`src/rtl/burst_pkg.sv`:
```
// Shared widths, controller slot constants and the PTS word-count helper
// for the burst controller and its address datapath.
package burst_pkg;

   localparam int DEF_LEN_W     = 4;
   localparam int DEF_ADDR_W    = 16;
   localparam int DEF_NIB_W     = 4;
   localparam int DEF_ADDR_STEP = 1;

   localparam logic [1:0] WORD_SEL_ALL = 2'b11;

   // Controller sequence slots: idle, length field, address field, first beat, stop check
   localparam int SLOT_IDLE = 0;
   localparam int SLOT_LEN  = 4;
   localparam int SLOT_ADDR = 20;
   localparam int SLOT_BEAT = 21;
   localparam int SLOT_STOP = 22;

   function automatic int pts_bit_count(input logic [1:0] word_sel, input int nib_w,
                                        input int addr_w);
      int n;
      n = (int'(word_sel) + 1) * nib_w;
      return (n > addr_w) ? addr_w : n;
   endfunction

endpackage

```
`src/rtl/burst_pts.sv`:
```
// Parallel-to-serial address shifter: emits the top (word_sel+1)*NIB_W bits MSB first,
// one registered bit per send (1-cycle latency), then a one-cycle done pulse.
module burst_pts
   import burst_pkg::*;
#(
   parameter int ADDR_W = DEF_ADDR_W,
   parameter int NIB_W  = DEF_NIB_W
) (
   input  logic              clk,
   input  logic              rst,
   input  logic              clr,
   input  logic              en,
   input  logic              load,
   input  logic              send,
   input  logic [1:0]        word_sel,
   input  logic [ADDR_W-1:0] par_in,
   output logic              pts_bit,
   output logic              pts_valid,
   output logic              pts_done
);

   localparam int CNT_W = $clog2(ADDR_W + 1);
   localparam logic [CNT_W-1:0] CNT_ONE = 1;

   logic [ADDR_W-1:0] sr_q, sr_d;
   logic [CNT_W-1:0]  left_q, left_d;
   logic              bit_q, bit_d;
   logic              valid_q, valid_d;
   logic              done_q, done_d;

   always_comb begin
      sr_d    = sr_q;
      left_d  = left_q;
      bit_d   = bit_q;
      valid_d = valid_q;
      done_d  = 1'b0;
      // The synchronous clear works even while the shifter is not enabled
      if (clr) begin
         sr_d    = '0;
         left_d  = '0;
         bit_d   = 1'b0;
         valid_d = 1'b0;
      end else if (en) begin
         if (load) begin
            sr_d    = par_in;
            left_d  = CNT_W'(pts_bit_count(word_sel, NIB_W, ADDR_W));
            bit_d   = 1'b0;
            valid_d = 1'b0;
         end else if (send && (left_q != '0)) begin
            bit_d   = sr_q[ADDR_W-1];
            sr_d    = {sr_q[ADDR_W-2:0], 1'b0};
            left_d  = left_q - CNT_ONE;
            valid_d = 1'b1;
         end else if (valid_q && (left_q == '0)) begin
            done_d  = 1'b1;
            bit_d   = 1'b0;
            valid_d = 1'b0;
         end
      end
   end

   always_ff @(posedge clk or posedge rst) begin
      if (rst) begin
         sr_q    <= '0;
         left_q  <= '0;
         bit_q   <= 1'b0;
         valid_q <= 1'b0;
         done_q  <= 1'b0;
      end else begin
         sr_q    <= sr_d;
         left_q  <= left_d;
         bit_q   <= bit_d;
         valid_q <= valid_d;
         done_q  <= done_d;
      end
   end

   assign pts_bit   = bit_q;
   assign pts_valid = valid_q;
   assign pts_done  = done_q;

endmodule

```
`src/rtl/burst_addr_datapath.sv`:
```
// Burst datapath: captures serial length/address, counts beats, steps the address and
// serialises it to the MRAM pin; stop_signal is registered, addr_sout mux is combinational.
module burst_addr_datapath
   import burst_pkg::*;
#(
   parameter int LEN_W     = DEF_LEN_W,
   parameter int ADDR_W    = DEF_ADDR_W,
   parameter int NIB_W     = DEF_NIB_W,
   parameter int ADDR_STEP = DEF_ADDR_STEP
) (
   input  logic              clk,
   input  logic              rst,
   input  logic              len_sin,
   input  logic              addr_sin,
   input  logic              burst_len_en,
   input  logic              send_burst_len_data,
   input  logic              initial_addr_en,
   input  logic              send_addr_data,
   input  logic              counter_en,
   input  logic              adder_en,
   input  logic              addr_PTS_out_rst,
   input  logic              addr_PTS_out_en,
   input  logic              addr_PTS_out_load,
   input  logic              addr_PTS_out_send_data,
   input  logic [1:0]        addr_PTS_out_word_sel,
   input  logic              addr_sel,
   output logic              stop_signal,
   output logic              addr_sout,
   output logic              pts_valid,
   output logic              pts_done,
   output logic [ADDR_W-1:0] cur_addr
);

   localparam logic [LEN_W:0]    BEAT_ONE = 1;
   localparam logic [ADDR_W-1:0] STEP     = ADDR_W'(ADDR_STEP);

   logic [LEN_W-1:0]  len_sr_q, len_sr_d;
   logic [LEN_W-1:0]  len_reg_q, len_reg_d;
   logic              len_loaded_q, len_loaded_d;
   logic [LEN_W:0]    beat_cnt_q, beat_cnt_d;
   logic              stop_q, stop_d;
   logic [ADDR_W-1:0] addr_sr_q, addr_sr_d;
   logic [ADDR_W-1:0] cur_addr_q, cur_addr_d;
   logic [LEN_W:0]    target, target_d;
   logic              beat_take;
   logic              pts_bit;

   always_comb begin
      len_sr_d     = len_sr_q;
      addr_sr_d    = addr_sr_q;
      len_reg_d    = len_reg_q;
      len_loaded_d = len_loaded_q;
      beat_cnt_d   = beat_cnt_q;
      cur_addr_d   = cur_addr_q;

      if (burst_len_en)    len_sr_d  = {len_sr_q[LEN_W-2:0], len_sin};
      if (initial_addr_en) addr_sr_d = {addr_sr_q[ADDR_W-2:0], addr_sin};

      // A zero length field means the full 2^LEN_W beats
      target    = {len_reg_q == '0, len_reg_q};
      beat_take = counter_en && !stop_q && (beat_cnt_q != target);

      if (send_burst_len_data) begin
         len_reg_d    = len_sr_q;
         beat_cnt_d   = '0;
         len_loaded_d = 1'b1;
      end else if (beat_take) begin
         beat_cnt_d = beat_cnt_q + BEAT_ONE;
      end

      if (send_addr_data) begin
         cur_addr_d = addr_sr_q;
      end else if (counter_en && adder_en && !stop_q) begin
         cur_addr_d = cur_addr_q + STEP;
      end

      // Stop is evaluated on the next-state values so it rises with the final beat
      target_d = {len_reg_d == '0, len_reg_d};
      stop_d   = len_loaded_d && (beat_cnt_d == target_d);
   end

   always_ff @(posedge clk or posedge rst) begin
      if (rst) begin
         len_sr_q     <= '0;
         addr_sr_q    <= '0;
         len_reg_q    <= '0;
         len_loaded_q <= 1'b0;
         beat_cnt_q   <= '0;
         stop_q       <= 1'b0;
         cur_addr_q   <= '0;
      end else begin
         len_sr_q     <= len_sr_d;
         addr_sr_q    <= addr_sr_d;
         len_reg_q    <= len_reg_d;
         len_loaded_q <= len_loaded_d;
         beat_cnt_q   <= beat_cnt_d;
         stop_q       <= stop_d;
         cur_addr_q   <= cur_addr_d;
      end
   end

   burst_pts #(
      .ADDR_W (ADDR_W),
      .NIB_W  (NIB_W)
   ) u_pts (
      .clk       (clk),
      .rst       (rst),
      .clr       (addr_PTS_out_rst),
      .en        (addr_PTS_out_en),
      .load      (addr_PTS_out_load),
      .send      (addr_PTS_out_send_data),
      .word_sel  (addr_PTS_out_word_sel),
      .par_in    (cur_addr_q),
      .pts_bit   (pts_bit),
      .pts_valid (pts_valid),
      .pts_done  (pts_done)
   );

   assign addr_sout   = addr_sel ? pts_bit : addr_sin;
   assign stop_signal = stop_q;
   assign cur_addr    = cur_addr_q;

endmodule

```
`config.mk`:
```
export PLATFORM = sky130hd
export DESIGN_NAME = burst_addr_datapath
export DESIGN_NICKNAME = d
export VERILOG_FILES = /design/src/rtl/burst_pkg.sv /design/src/rtl/burst_pts.sv /design/src/rtl/burst_addr_datapath.sv
export SDC_FILE = /design/constraint.sdc
export NUM_CORES = 1
export LEC_CHECK = 0
export ABC_AREA = 0
export BUFFER_PORTS_ARGS = -buffer_cell sky130_fd_sc_hd__buf_2
export CAP_MARGIN = 25
export CORE_MARGIN = 3
export CORE_UTILIZATION = 58
export DETAILED_ROUTE_END_ITERATION = 12
export PLACE_DENSITY = 0.77
export SYNTH_ARGS = -nofsm -noshare
export SYNTH_HDL_FRONTEND = slang
export SYNTH_SLANG_ARGS = --single-unit
export TNS_END_PERCENT = 50
```
`constraint.sdc`:
```
create_clock -name clk -period 2.4 [get_ports clk]
set_input_delay 0.24 -clock clk [delete_from_list [all_inputs] [get_ports clk]]
set_output_delay 0.24 -clock clk [all_outputs]
set_load 0.02 [all_outputs]
```
* After elaboration in Yosys (flattened, before gate mapping)
Cells that the tools add are included.
** Word-level totals
- Flip-flop bits (word level) :: 71
- Input bits :: 17
** Cells by class
- Add/subtract/negate cells :: 4
- Magnitude comparators :: 1
- Equality and inequality tests :: 2
- Multiplexer cells :: 30
- Reduce and logical (&&, ||, !) cells :: 18
** Operator list (count)
- $mux W16 :: 6
- $mux W5 :: 7
- $gt A32 B6 Y1 const B :: 1
- $add A16 B1 Y16 const B :: 1
- $mux W1 :: 16
- $logic_not A4 Y1 :: 2
- $logic_and A1 B1 Y1 :: 7
- $add A5 B1 Y5 const B :: 1
- $eq A5 B5 Y1 :: 1
- $logic_not A5 Y1 :: 1
- $ne A5 B5 Y1 :: 1
- $reduce_bool A5 Y1 :: 1
- $sub A5 B1 Y5 const B :: 1
- $mux W4 :: 1
- $reduce_and A2 Y1 :: 2
- $reduce_bool A2 Y1 :: 2
- $reduce_bool A4 Y1 :: 1
- $add A2 B1 Y3 const B :: 1
- $reduce_bool A3 Y1 :: 1
- $logic_not A1 Y1 :: 1

* Depth between registers and ports, before layout
Gate-level depths: netlist (run 1).
- Word-level depth :: 7
- Gate-level depth with buffers :: 8
- Mapped depth without buffers :: 7

* Cells and area by module
Synthesis (run 1) repeated with hierarchy kept, for this count alone.
** Second synthesis, totals
- Cells, all modules :: 328
- Area, all modules :: 3597.2 sq um
** By module, submodules not included
- burst_addr_datapath :: times used 1, cells an instance 197, area each 2280.9 sq um, sequential area each 1176.1 sq um
- burst_pts :: times used 1, cells an instance 131, area each 1316.3 sq um, sequential area each 600.6 sq um

* Worst setup path after synthesis (run 1)
OpenSTA, ideal clock, no wires.
- Kind :: reg2reg
- Start :: register stop_q (netlist: stop_signal)
- End :: register cur_addr_q[13] (netlist: cur_addr[13])
- Arrival :: 1780 ps
- Setup slack :: 537 ps
- Stages on the path, launching flop included :: 8
- Path buffers :: 0
- Path through :: dfrtp_1 -> and2b_1 -> and4_1 -> nand4_1 -> nor2_1 -> nand3_1 -> xor2_1 -> o21ai_0
** On the way
- Longest elaborated chain between the ends :: 3
** Ends and longest elaborated chain
- start, declared :: line burst_addr_datapath.sv:41 : logic stop_q, stop_d;
- start signal, assigned :: line burst_addr_datapath.sv:97 : stop_q <= stop_d;
- $logic_not A1 Y1 :: line burst_addr_datapath.sv:73 : end else if (counter_en && adder_en && !stop_q) begin
- $logic_and A1 B1 Y1 :: line burst_addr_datapath.sv:73
- $reduce_bool A2 Y1 (no line)
- end signal, assigned :: line burst_addr_datapath.sv:98 : cur_addr_q <= cur_addr_d;
- end, declared :: line burst_addr_datapath.sv:43 : logic [ADDR_W-1:0] cur_addr_q, cur_addr_d;
Every way passes these cells.
A chain may end at the register's enable or synchronous reset.

* Worst setup path after layout (run 1)
- Start :: register beat_cnt_q[3]
- End :: register stop_q (netlist: stop_signal)
** On the way
- Longest elaborated chain between the ends :: 6
- Elaborated cells on any way between the ends :: 7
- Classes of those cells :: add/sub (1); eq/ne (2); mux (2); reduce/logical (2)
** Ends and longest elaborated chain
- start, declared :: line burst_addr_datapath.sv:40 : logic [LEN_W:0] beat_cnt_q, beat_cnt_d;
- start signal, assigned :: line burst_addr_datapath.sv:96 : beat_cnt_q <= beat_cnt_d;
- branches (longest 2 deep; another with $add A5 B1 Y5)
- $mux W5 (*) :: line burst_addr_datapath.sv:67 : end else if (beat_take) begin
- $mux W5 (*) :: line burst_addr_datapath.sv:63 : if (send_burst_len_data) begin
- $eq A5 B5 Y1 (*) :: line burst_addr_datapath.sv:79 : stop_d = len_loaded_d && (beat_cnt_d == target_d);
- $logic_and A1 B1 Y1 (*) :: line burst_addr_datapath.sv:79
- named net stop_d :: line burst_addr_datapath.sv:41
Mark *: on every way through the listed nets, which the timed path passes.

==> run metrics, run 1 <==
CTS max path bufs 2; synthesized-area fraction occupied by and/or/nand/nor cells 12.3%; overall routed net length 6620 um; total I/O pin count 37; Min-Delay Path Class in -> reg; peak supply drop 0.000556 V; Crit path largest cell delay 0.45 ns; Cells after DPL 409; worst r2r src beat_cnt_q[3]; DR vias/cell 5.76; final clock period utilization by the worst path between 80% and 90%; post_cts resized 0; Syn Inst Count 312; clock network fraction of design power a little over a quarter; HPWL after DPL between 4000 and 5000 um; Setup Skew 0.00787 ns; clock transition at the register clock pins on the worst setup and hold paths after CTS 0.07 ns; #FFs+latches synth 71; kind of start point of the critical path flop; arrival time at the worst endpoint 2.36 ns; insertion delay to the later sink of the worst-skew pair about 0.34 ns; Worst path top cell family by delay compound AO/OA/AOI/OAI gates; post-layout net count ~370; RSZ-0062 raised after global routing no; count of cells along the worst register-to-register path 7; Max Fclk 481 MHz; post-synthesis share of cell area spent on full adders, half adders and majority gates 1.84%; GRT Overall Usage about 22%; number of sinks handled by clock tree synthesis 71; ratio of cells with drive above 1 in the final layout approximately 25%; number of hold-slack violations in the final timing report 0; number of flops mapped to enable cells by yosys 0; remaining antenna violation count after routing 0; CTS root buffer clkbuf_8; Critical Path End Type flop; final worst slack 0.321 ns; full die area roughly 6800 um2; vias in the first global route 2330; Worst path slowest cell dfrtp_1; count of max-cap constraint violations 0; destination of the worst register-to-register timing path stop_signal; count of warnings emitted by yosys 0; result of the run completed; Min Hold Slack 0.134 ns; critical path fanouts, max 6; number of core rows 27; Total Negative Setup Slacks 0 ns; via count 2452; Seq/Total Area, Yosys a little over half; layout filler cell count 424; number of clock buffers inserted by TritonCTS 9; starting density of the core 60.9%; proportion of power drawn by combinational gates between 20% and 30%; Crit Path Class reg -> reg; distinct cell type count of the synthesized netlist 47; placed inst area 3650 um2; core area 5570 um2; most frequently used flop master after synthesis dfrtp_1; cell internal power dissipation 2.33 mW; DIE HEIGHT just over 80 um; endpoint with the worst hold slack len_sr_q[0]; Worst Setup Slack post-DPL 0.358 ns; count of H-tree levels built during CTS 3; Switching Share 33.0%; sequence of cells on the critical path xor2_1 -> nor4_4 -> a21oi_2 -> a311oi_1 -> a21oi_1 -> o32ai_1 -> o211a_1; sum of buffers and inverters on the critical path 0; instance count along the most critical hold path 2; design area 3860 um2; CTS tree built; Synth Area per Inst 10.9 um2; portion of total power attributed to sequential cells 50.2%; drt wl/cell between 15 and 20 um; number of setup violations in the final report 0; syn nets approximately 330; Power Density 902 nW/um2; Post-synth ARST share between 90% and 100%; Final Non-Filler Cells around 430; Horiz. Die Dim between 80 and 90 um; DRC violations left 0; Net Switching 1.15 mW; dominant combinational cell family by area after synthesis compound AO/OA/AOI/OAI gates; static leakage around 1.8 nW; endpoint required time on the critical path 2.68 ns; placer congestion estimate 0.839; max-slew violations 0; R2R Setup Slk 0.32 ns; synthesized-area fraction occupied by ao, oa, aoi and oai cells between 10% and 20%; global route total overflow 0; cell area after synthesis roughly 3400 um2; first-pass GRT wire length roughly 11000 um; power consumption 3.48 mW; number of antenna violations at the first check in global routing 0; multiplexer fraction of the synthesized cell area between 8 and 9%; PortBufs 36; clock period minus worst slack 2.08 ns; Layout area overhead 13.6%; pin count of the biggest net entering global routing 60; total iterations of the first detailed-routing run 7; Starting DRT DRC Count between 150 and 200; post-layout util 69.2%; XOR/XNOR Fraction of Synth Area 7.19%; antenna fix cells 0; worst-margin pin slew 0.668 ns; Slew HR 55.4%; hold path startpoint len_sin
## routing by layer
layer | part of all wire (%) | up-vias | routed length, um | GRT usage [%]
li1 | - | 1186 | - | -
met1 | 48 | 1191 | 3160 | 30.9
met2 | 46 | 64 | 3030 | 31.5
met3 | 5.1 | 11 | 340 | 4.99
met4 | 1.3 | 0 | 89 | 8.82
met5 | 0 | - | 0 | 0
## final cells by class
cell class | instances | area (um2) | share of cell area [%]
sequential | 71 | 1780 | 46.1
clock inverter | 5 | 57.6 | 1.49
inverter | 22 | 82.6 | 2.14
clock buffer | 11 | 141 | 3.67
tap | 72 | 90.1 | 2.34
multi-input combinational | 204 | 1480 | 38.3
timing repair buffer | 41 | 233 | 6.04
## cell families (layout without fill, tap and decap cells)
family	count (synthesis)	count (layout)
AO/OA/AOI/OAI	62	62
XOR/XNOR	27	27
adder cells (fa/ha/maj)	5	5
buffers and inverters	37	79
flip-flops	71	71
multiplexers	27	27
AND/OR/NAND/NOR	83	83
## what timing repair did
action | in CTS | in global routing
hold buffers | 1 | 0
buffers inserted | 0 | 0
setup endpoints to repair | 0 | 0
hold endpoints to repair | 12 | 0
## power groups by stage
stage               clock network [mW]  registers, mW  logic, mW
floorplan                            0           1.79      0.477
global placement                     0           1.75      0.776
detailed placement                   0           1.76      0.800
CTS                              0.953           1.74      0.808
global route                      1.02           1.78      0.890
finish                           0.932           1.74      0.801
## how the worst max path moves through the flow
stage | start | endpoint | slack (ns) | cells past startpoint
floorplan | rst | addr_sr_q[0] | 0.36 | 1
global placement | beat_cnt_q[3] | stop_signal | 0.44 | 7
detailed placement | beat_cnt_q[3] | stop_signal | 0.36 | 7
CTS | beat_cnt_q[3] | stop_signal | 0.35 | 7
global route | len_reg_q[1] | stop_signal | 0.19 | 7
finish | beat_cnt_q[3] | stop_signal | 0.32 | 7
## cells in the final DEF, fill, tap and decap left out, types with 11 or more instances in the layout
| master | count |
|---|---|
| nor2_1 | 18 |
| xnor2_1 | 11 |
| nand2_1 | 29 |
| o21ai_0 | 20 |
| dfrtp_1 | 71 |
| buf_2 | 36 |
| inv_1 | 21 |
| a222oi_1 | 15 |
| xor2_1 | 15 |
| mux2_2 | 25 |
## flip-flops by register name (all words and copies together), names as in the netlist
signal and flops:
stop_signal 1, beat_cnt_q 5, u_pts.pts_valid 1, u_pts.left_q 5
cur_addr 16, addr_sr_q 16, len_loaded_q 1, u_pts.pts_bit 1
u_pts.pts_done 1, len_sr_q 4, len_reg_q 4, u_pts.sr_q 16
## Yosys cell counts, types with 10 or more instances
cell	instances	area, um2
dfrtp_1	71	1780
nand2_1	29	109
mux2_2	25	282
inv_1	22	82.6
o21ai_0	20	100
nor2_1	18	67.6
a222oi_1	15	150
xor2_1	15	131
clkbuf_1	12	45.0
xnor2_1	11	96.3
nand3_1	10	50.1
Note: power is estimated with default switching activity, not from simulation.
==> inputs of run 2 (changes only) <==
--- a/config.mk
+++ b/config.mk
@@ -6,12 +6,13 @@
 export NUM_CORES = 1
 export LEC_CHECK = 0
 export ABC_AREA = 0
-export BUFFER_PORTS_ARGS = -buffer_cell sky130_fd_sc_hd__buf_2
 export CAP_MARGIN = 25
 export CORE_MARGIN = 3
-export CORE_UTILIZATION = 58
+export CORE_UTILIZATION = 63
 export DETAILED_ROUTE_END_ITERATION = 12
+export DONT_BUFFER_PORTS = 1
 export PLACE_DENSITY = 0.77
+export SLEW_MARGIN = 20
 export SYNTH_ARGS = -nofsm -noshare
 export SYNTH_HDL_FRONTEND = slang
 export SYNTH_SLANG_ARGS = --single-unit
==> run 2 against run 1 <==
  * Combinational power is 31% lower
  * Global-route usage rose by 1.4 points
  * Sequential cell count stayed put
==> run metrics, run 2 (synthesis results as in run 1) <==
pin count of the biggest net entering global routing 60; worst setup path startpoint stop_signal; CTS tree built; CTS max path bufs 2; CTS hold repair buffers 6; DR vias/cell 5.96; total iterations of the first detailed-routing run 5; Cells after DPL 370; insertion delay to the later sink of the worst-skew pair 0.35 ns; ratio of cells with drive above 1 in the final layout 16.5%; Worst path slowest cell dfrtp_1; drt wl/cell 16.6 um; count of H-tree levels built during CTS 3; post-layout util 71.9%; clock period minus worst slack 2.14 ns; total I/O pin count 37; antenna fix cells 0; starting density of the core 65.6%; Crit Path Class reg -> reg; number of setup violations in the final report 0; Critical Path End Type flop; worst-margin pin slew approximately 0.70 ns; Final Non-Filler Cells 392; max-slew violations 0; Horiz. Die Dim 79.4 um; final clock period utilization by the worst path 89.4%; clock transition at the register clock pins on the worst setup and hold paths after CTS 0.08 ns; DIE HEIGHT roughly 79 um; result of the run completed; number of clock buffers inserted by TritonCTS 9; Total Negative Setup Slacks 0 ns; arrival time at the worst endpoint 2.40 ns; cell internal power dissipation about 2.2 mW; clock network fraction of design power 28.5%; Layout area overhead 9.66%; endpoint required time on the critical path 2.65 ns; peak supply drop 0.000537 V; Switching Share 33.7%; Starting DRT DRC Count 268; number of sinks handled by clock tree synthesis 71; static leakage between 1.5 and 2 nW; first-pass GRT wire length 11100 um; GRT Overall Usage 22.9%; Min-Delay Path Class in -> reg; power consumption 3.38 mW; top library cells by usage in the layout, fill and taps aside 71 x dfrtp_1, 29 x nand2_1, 25 x mux2_2; Power Density 908 nW/um2; overall routed net length roughly 6500 um; Worst path top cell family by delay simple AND/OR/NAND/NOR gates; count of max-cap constraint violations 0; number of buffers inserted to repair setup after CTS 0; RSZ-0062 raised after global routing no; vias in the first global route 2315; placer congestion estimate 0.834; number of hold-slack violations in the final timing report 0; proportion of power drawn by combinational gates 16.3%; Slew HR 53.6%; core area 5170 um2; number of core rows 26; global route total overflow 0; Max Fclk 466 MHz; PortBufs 0; Crit path largest cell delay 0.46 ns; critical path fanouts, max 6; CTS root buffer clkbuf_8; sequence of cells on the critical path and2b_1 -> and4_1 -> nand4_1 -> nor2_1 -> nand3_1 -> xor2_1 -> o21ai_0; hold path startpoint send_addr_data; HPWL after DPL 4400 um; kind of start point of the critical path flop; Net Switching 1.14 mW; post-layout net count 339; worst r2r src stop_signal; number of antenna violations at the first check in global routing 0; Setup Skew 0.0110 ns; remaining antenna violation count after routing 0; post_cts resized 0; full die area ~6300 um2; sum of buffers and inverters on the critical path 0; commonest non-fill, non-tap cell in the layout dfrtp_1; via count 2337; portion of total power attributed to sequential cells 55.1%; DRC violations left 0
## run 2: cell types whose count changed in the layout (fill, tap and decap cells not counted), sizes merged
cell	previous run	this run
clkbuf	11	9
buf	40	3
clkinv	4	2
clkinvlp	0	2
inv	22	24
dlygate4sd3	1	6
## run 2: stage by stage
stage	instance area (um2)	setup slack [ns]	hold slack, ns
6_report	3720	0.255	0.0185
4_1_cts	3720	0.226	0.00443
3_5_place_dp	3460	0.271	0.0886
5_1_grt	3720	0.0834	0.00611
3_3_place_gp	3460	0.366	0.0869
2_1_floorplan	3390	0.363	0.348
## run 2: routing by layer
metal / vias up / part of all wire (%) / wire [um] / GRT usage [%]
li1: 1124 / - / - / -
met1: 1145 / 46 / 3010 / 31.1
met2: 59 / 46 / 2970 / 34.8
met3: 9 / 7.0 / 458 / 7.45
met4: 0 / 1.2 / 76 / 7.73
met5: - / 0 / 0 / 0
## run 2: area by class of cell
cell class / count / area (um2)
Tap cell: 70 / 87.6
Multi-Input combinational cell: 204 / 1480
Clock inverter: 7 / 80.1
Clock buffer: 9 / 124
Timing Repair Buffer: 9 / 95.1
Fill cell: 370 / 1450
Sequential cell: 71 / 1780
Inverter: 22 / 82.6
## run 2: path summary, 6_finish.rpt
path | endpoint | slack (ns) | cells after the start
worst max-delay path | cur_addr[15] | 0.26 | 7
worst min-delay path | cur_addr[8] | 0.02 | 2
worst max register to register | cur_addr[15] | 0.26 | 7
worst min register to register | len_loaded_q | 0.47 | 1
max in group asynchronous | u_pts.pts_done | 1.51 | 3
min in group asynchronous | beat_cnt_q[4] | 0.30 | 2
## run 2: power by group through the flow
stage | combinational [mW] | sequential (mW) | clock, mW
after floorplan | 0.477 | 1.79 | 0
after global placement | 0.519 | 1.88 | 0
after detailed placement | 0.539 | 1.89 | 0
after CTS | 0.560 | 1.86 | 0.986
after global routing | 0.628 | 1.91 | 1.04
final | 0.551 | 1.86 | 0.964
## run 2: worst reg2reg max path: stages, from the launching register on
cell     delay (ns)
dfrtp_1        0.46
and2b_1        0.34
and4_1         0.28
nand4_1        0.17
nor2_1         0.32
nand3_1        0.14
xor2_1         0.16
o21ai_0        0.19
==> inputs of run 3 (changes only) <==
--- a/config.mk
+++ b/config.mk
@@ -8,10 +8,11 @@
 export ABC_AREA = 0
 export CAP_MARGIN = 25
 export CORE_MARGIN = 3
-export CORE_UTILIZATION = 63
+export CORE_UTILIZATION = 65
+export CTS_BUF_LIST = sky130_fd_sc_hd__clkbuf_4
 export DETAILED_ROUTE_END_ITERATION = 12
 export DONT_BUFFER_PORTS = 1
-export PLACE_DENSITY = 0.77
+export PLACE_DENSITY = 0.79
 export SLEW_MARGIN = 20
 export SYNTH_ARGS = -nofsm -noshare
 export SYNTH_HDL_FRONTEND = slang
==> run 3 against run 2 <==
  * Total power shrank 3.1%
  * Non-clock buffer count grew 7
  * Final cell count grew 1.0%
  * Register-to-register slack gained 0.07 ns
  * Maximum frequency grew 3.5%
  * Sequential cell count is the same
  * Critical path depth is the same
  * Largest power group unchanged
  * Highest routed layer unchanged
==> run metrics, run 3 (synthesis results as in run 1) <==
layout filler cell count approximately 360; via count 2428; kind of start point of the critical path flop; Final Non-Filler Cells 396; vias in the first global route 2419; placer congestion estimate between 0.9 and 1; static leakage 1.71 nW; max-slew violations 0; result of the run completed; number of clock buffers inserted by TritonCTS 9; Layout area overhead 10.3%; arrival time at the worst endpoint 2.41 ns; number of buffers inserted to repair setup after CTS 0; remaining antenna violation count after routing 0; worst-margin pin slew 0.705 ns; number of antenna violations at the first check in global routing 0; GRT Overall Usage 24.0%; HPWL after DPL 4370 um; insertion delay to the later sink of the worst-skew pair approximately 0.4 ns; Crit Path Class reg -> reg; number of hold-slack violations in the final timing report 0; number of setup violations in the final report 0; endpoint with the worst hold slack stop_signal; CTS root buffer clkbuf_4; Slew HR 52.8%; antenna fix cells 0; post_cts resized 0; post-layout net count 346; number of sinks handled by clock tree synthesis approximately 70; destination of the worst register-to-register timing path cur_addr[11]; count of H-tree levels built during CTS 3; DR vias/cell 6.13; Horiz. Die Dim roughly 80 um; CTS tree built; top library cells by usage in the layout, fill and taps aside 71 x dfrtp_1, 29 x nand2_1, 25 x mux2_2; Total Negative Setup Slacks 0 ns; instance count along the most critical hold path 2; Starting DRT DRC Count 235; full die area slightly above 6000 um2; RSZ-0062 raised after global routing no; PortBufs 0; critical path fanouts, max 4; worst r2r src stop_signal; pin count of the biggest net entering global routing 48; total iterations of the first detailed-routing run 7; DIE HEIGHT 78.3 um; number of core rows 25; Power Density 875 nW/um2; clock transition at the register clock pins on the worst setup and hold paths after CTS approximately 0.12 ns; global route total overflow 0; Max Fclk 483 MHz; endpoint required time on the critical path between 2 and 3 ns; starting density of the core between 60% and 70%; count of max-cap constraint violations 0; peak supply drop 0.000504 V; hold path startpoint send_burst_len_data; core area 4880 um2; CTS hold repair buffers 11; Setup Skew ~0.013 ns; first-pass GRT wire length 11500 um; drt wl/cell 16.7 um; clock period minus worst slack 2.07 ns; R2R Setup Slk 0.33 ns; final clock period utilization by the worst path 86.3%; Cells after DPL 368; count of cells along the worst register-to-register path 7; ratio of cells with drive above 1 in the final layout 16.1%; commonest non-fill, non-tap cell in the layout dfrtp_1; overall routed net length 6610 um; Critical Path End Type flop; CTS max path bufs 2; total I/O pin count 37; DRC violations left 0; Min-Delay Path Class in -> reg
## run 3: metal layers
metal | share of wire [%] | wire length [um] | global-route usage (%) | up-vias
met5 | 0 | 0 | 0 | -
met4 | 3.1 | 208 | 12.8 | 0
met3 | 6.6 | 435 | 5.96 | 18
met2 | 47 | 3110 | 37.5 | 75
met1 | 43 | 2860 | 30.9 | 1190
li1 | - | - | - | 1145
## run 3: final cells by class
type	count	area [um2]	share of cell area (%)
clock inverter	7	87.6	2.34
clock buffer	9	67.6	1.81
timing repair buffer	16	168	4.48
tap	67	83.8	2.24
sequential	71	1780	47.5
multi-input combinational	204	1480	39.4
inverter	22	82.6	2.21
## run 3: per-stage QoR
stage | worst slack (ns) | utilization [%] | hold WS [ns] | total power [mW] | area [um2]
after detailed placement | 0.359 | 70.9 | 0.205 | 2.43 | 3460
final | 0.328 | 76.7 | 0.0300 | 3.27 | 3740
after CTS | 0.336 | 76.4 | 0.0174 | 3.29 | 3730
after floorplan | 0.363 | - | 0.348 | 2.27 | 3390
after global routing | 0.130 | 76.7 | 0.0208 | 3.46 | 3740
after global placement | 0.413 | 70.9 | 0.199 | 2.40 | 3460
## run 3: worst max-delay path by stage
stage | slack, ns | start | cells past startpoint | endpoint
detailed placement | 0.36 | stop_signal | 7 | cur_addr[11]
global route | 0.13 | stop_signal | 7 | cur_addr[13]
CTS | 0.34 | stop_signal | 7 | cur_addr[11]
finish | 0.33 | stop_signal | 7 | cur_addr[11]
floorplan | 0.36 | rst | 1 | addr_sr_q[0]
global placement | 0.41 | stop_signal | 7 | cur_addr[13]
## run 3: report_power, final
part           total [mW]  internal (mW)  switching, mW
Sequential           1.86           1.45          0.410
Clock               0.836          0.414          0.423
Combinational       0.575          0.307          0.269
## run 3: critical path: stages (launching register included)
cell and delay [ns]:
dfrtp_1 0.47, and2b_1 0.31, and4_1 0.28, nand4_1 0.19, nor2_1 0.32, nand3_1 0.13
xor2_1 0.16, o21ai_0 0.15
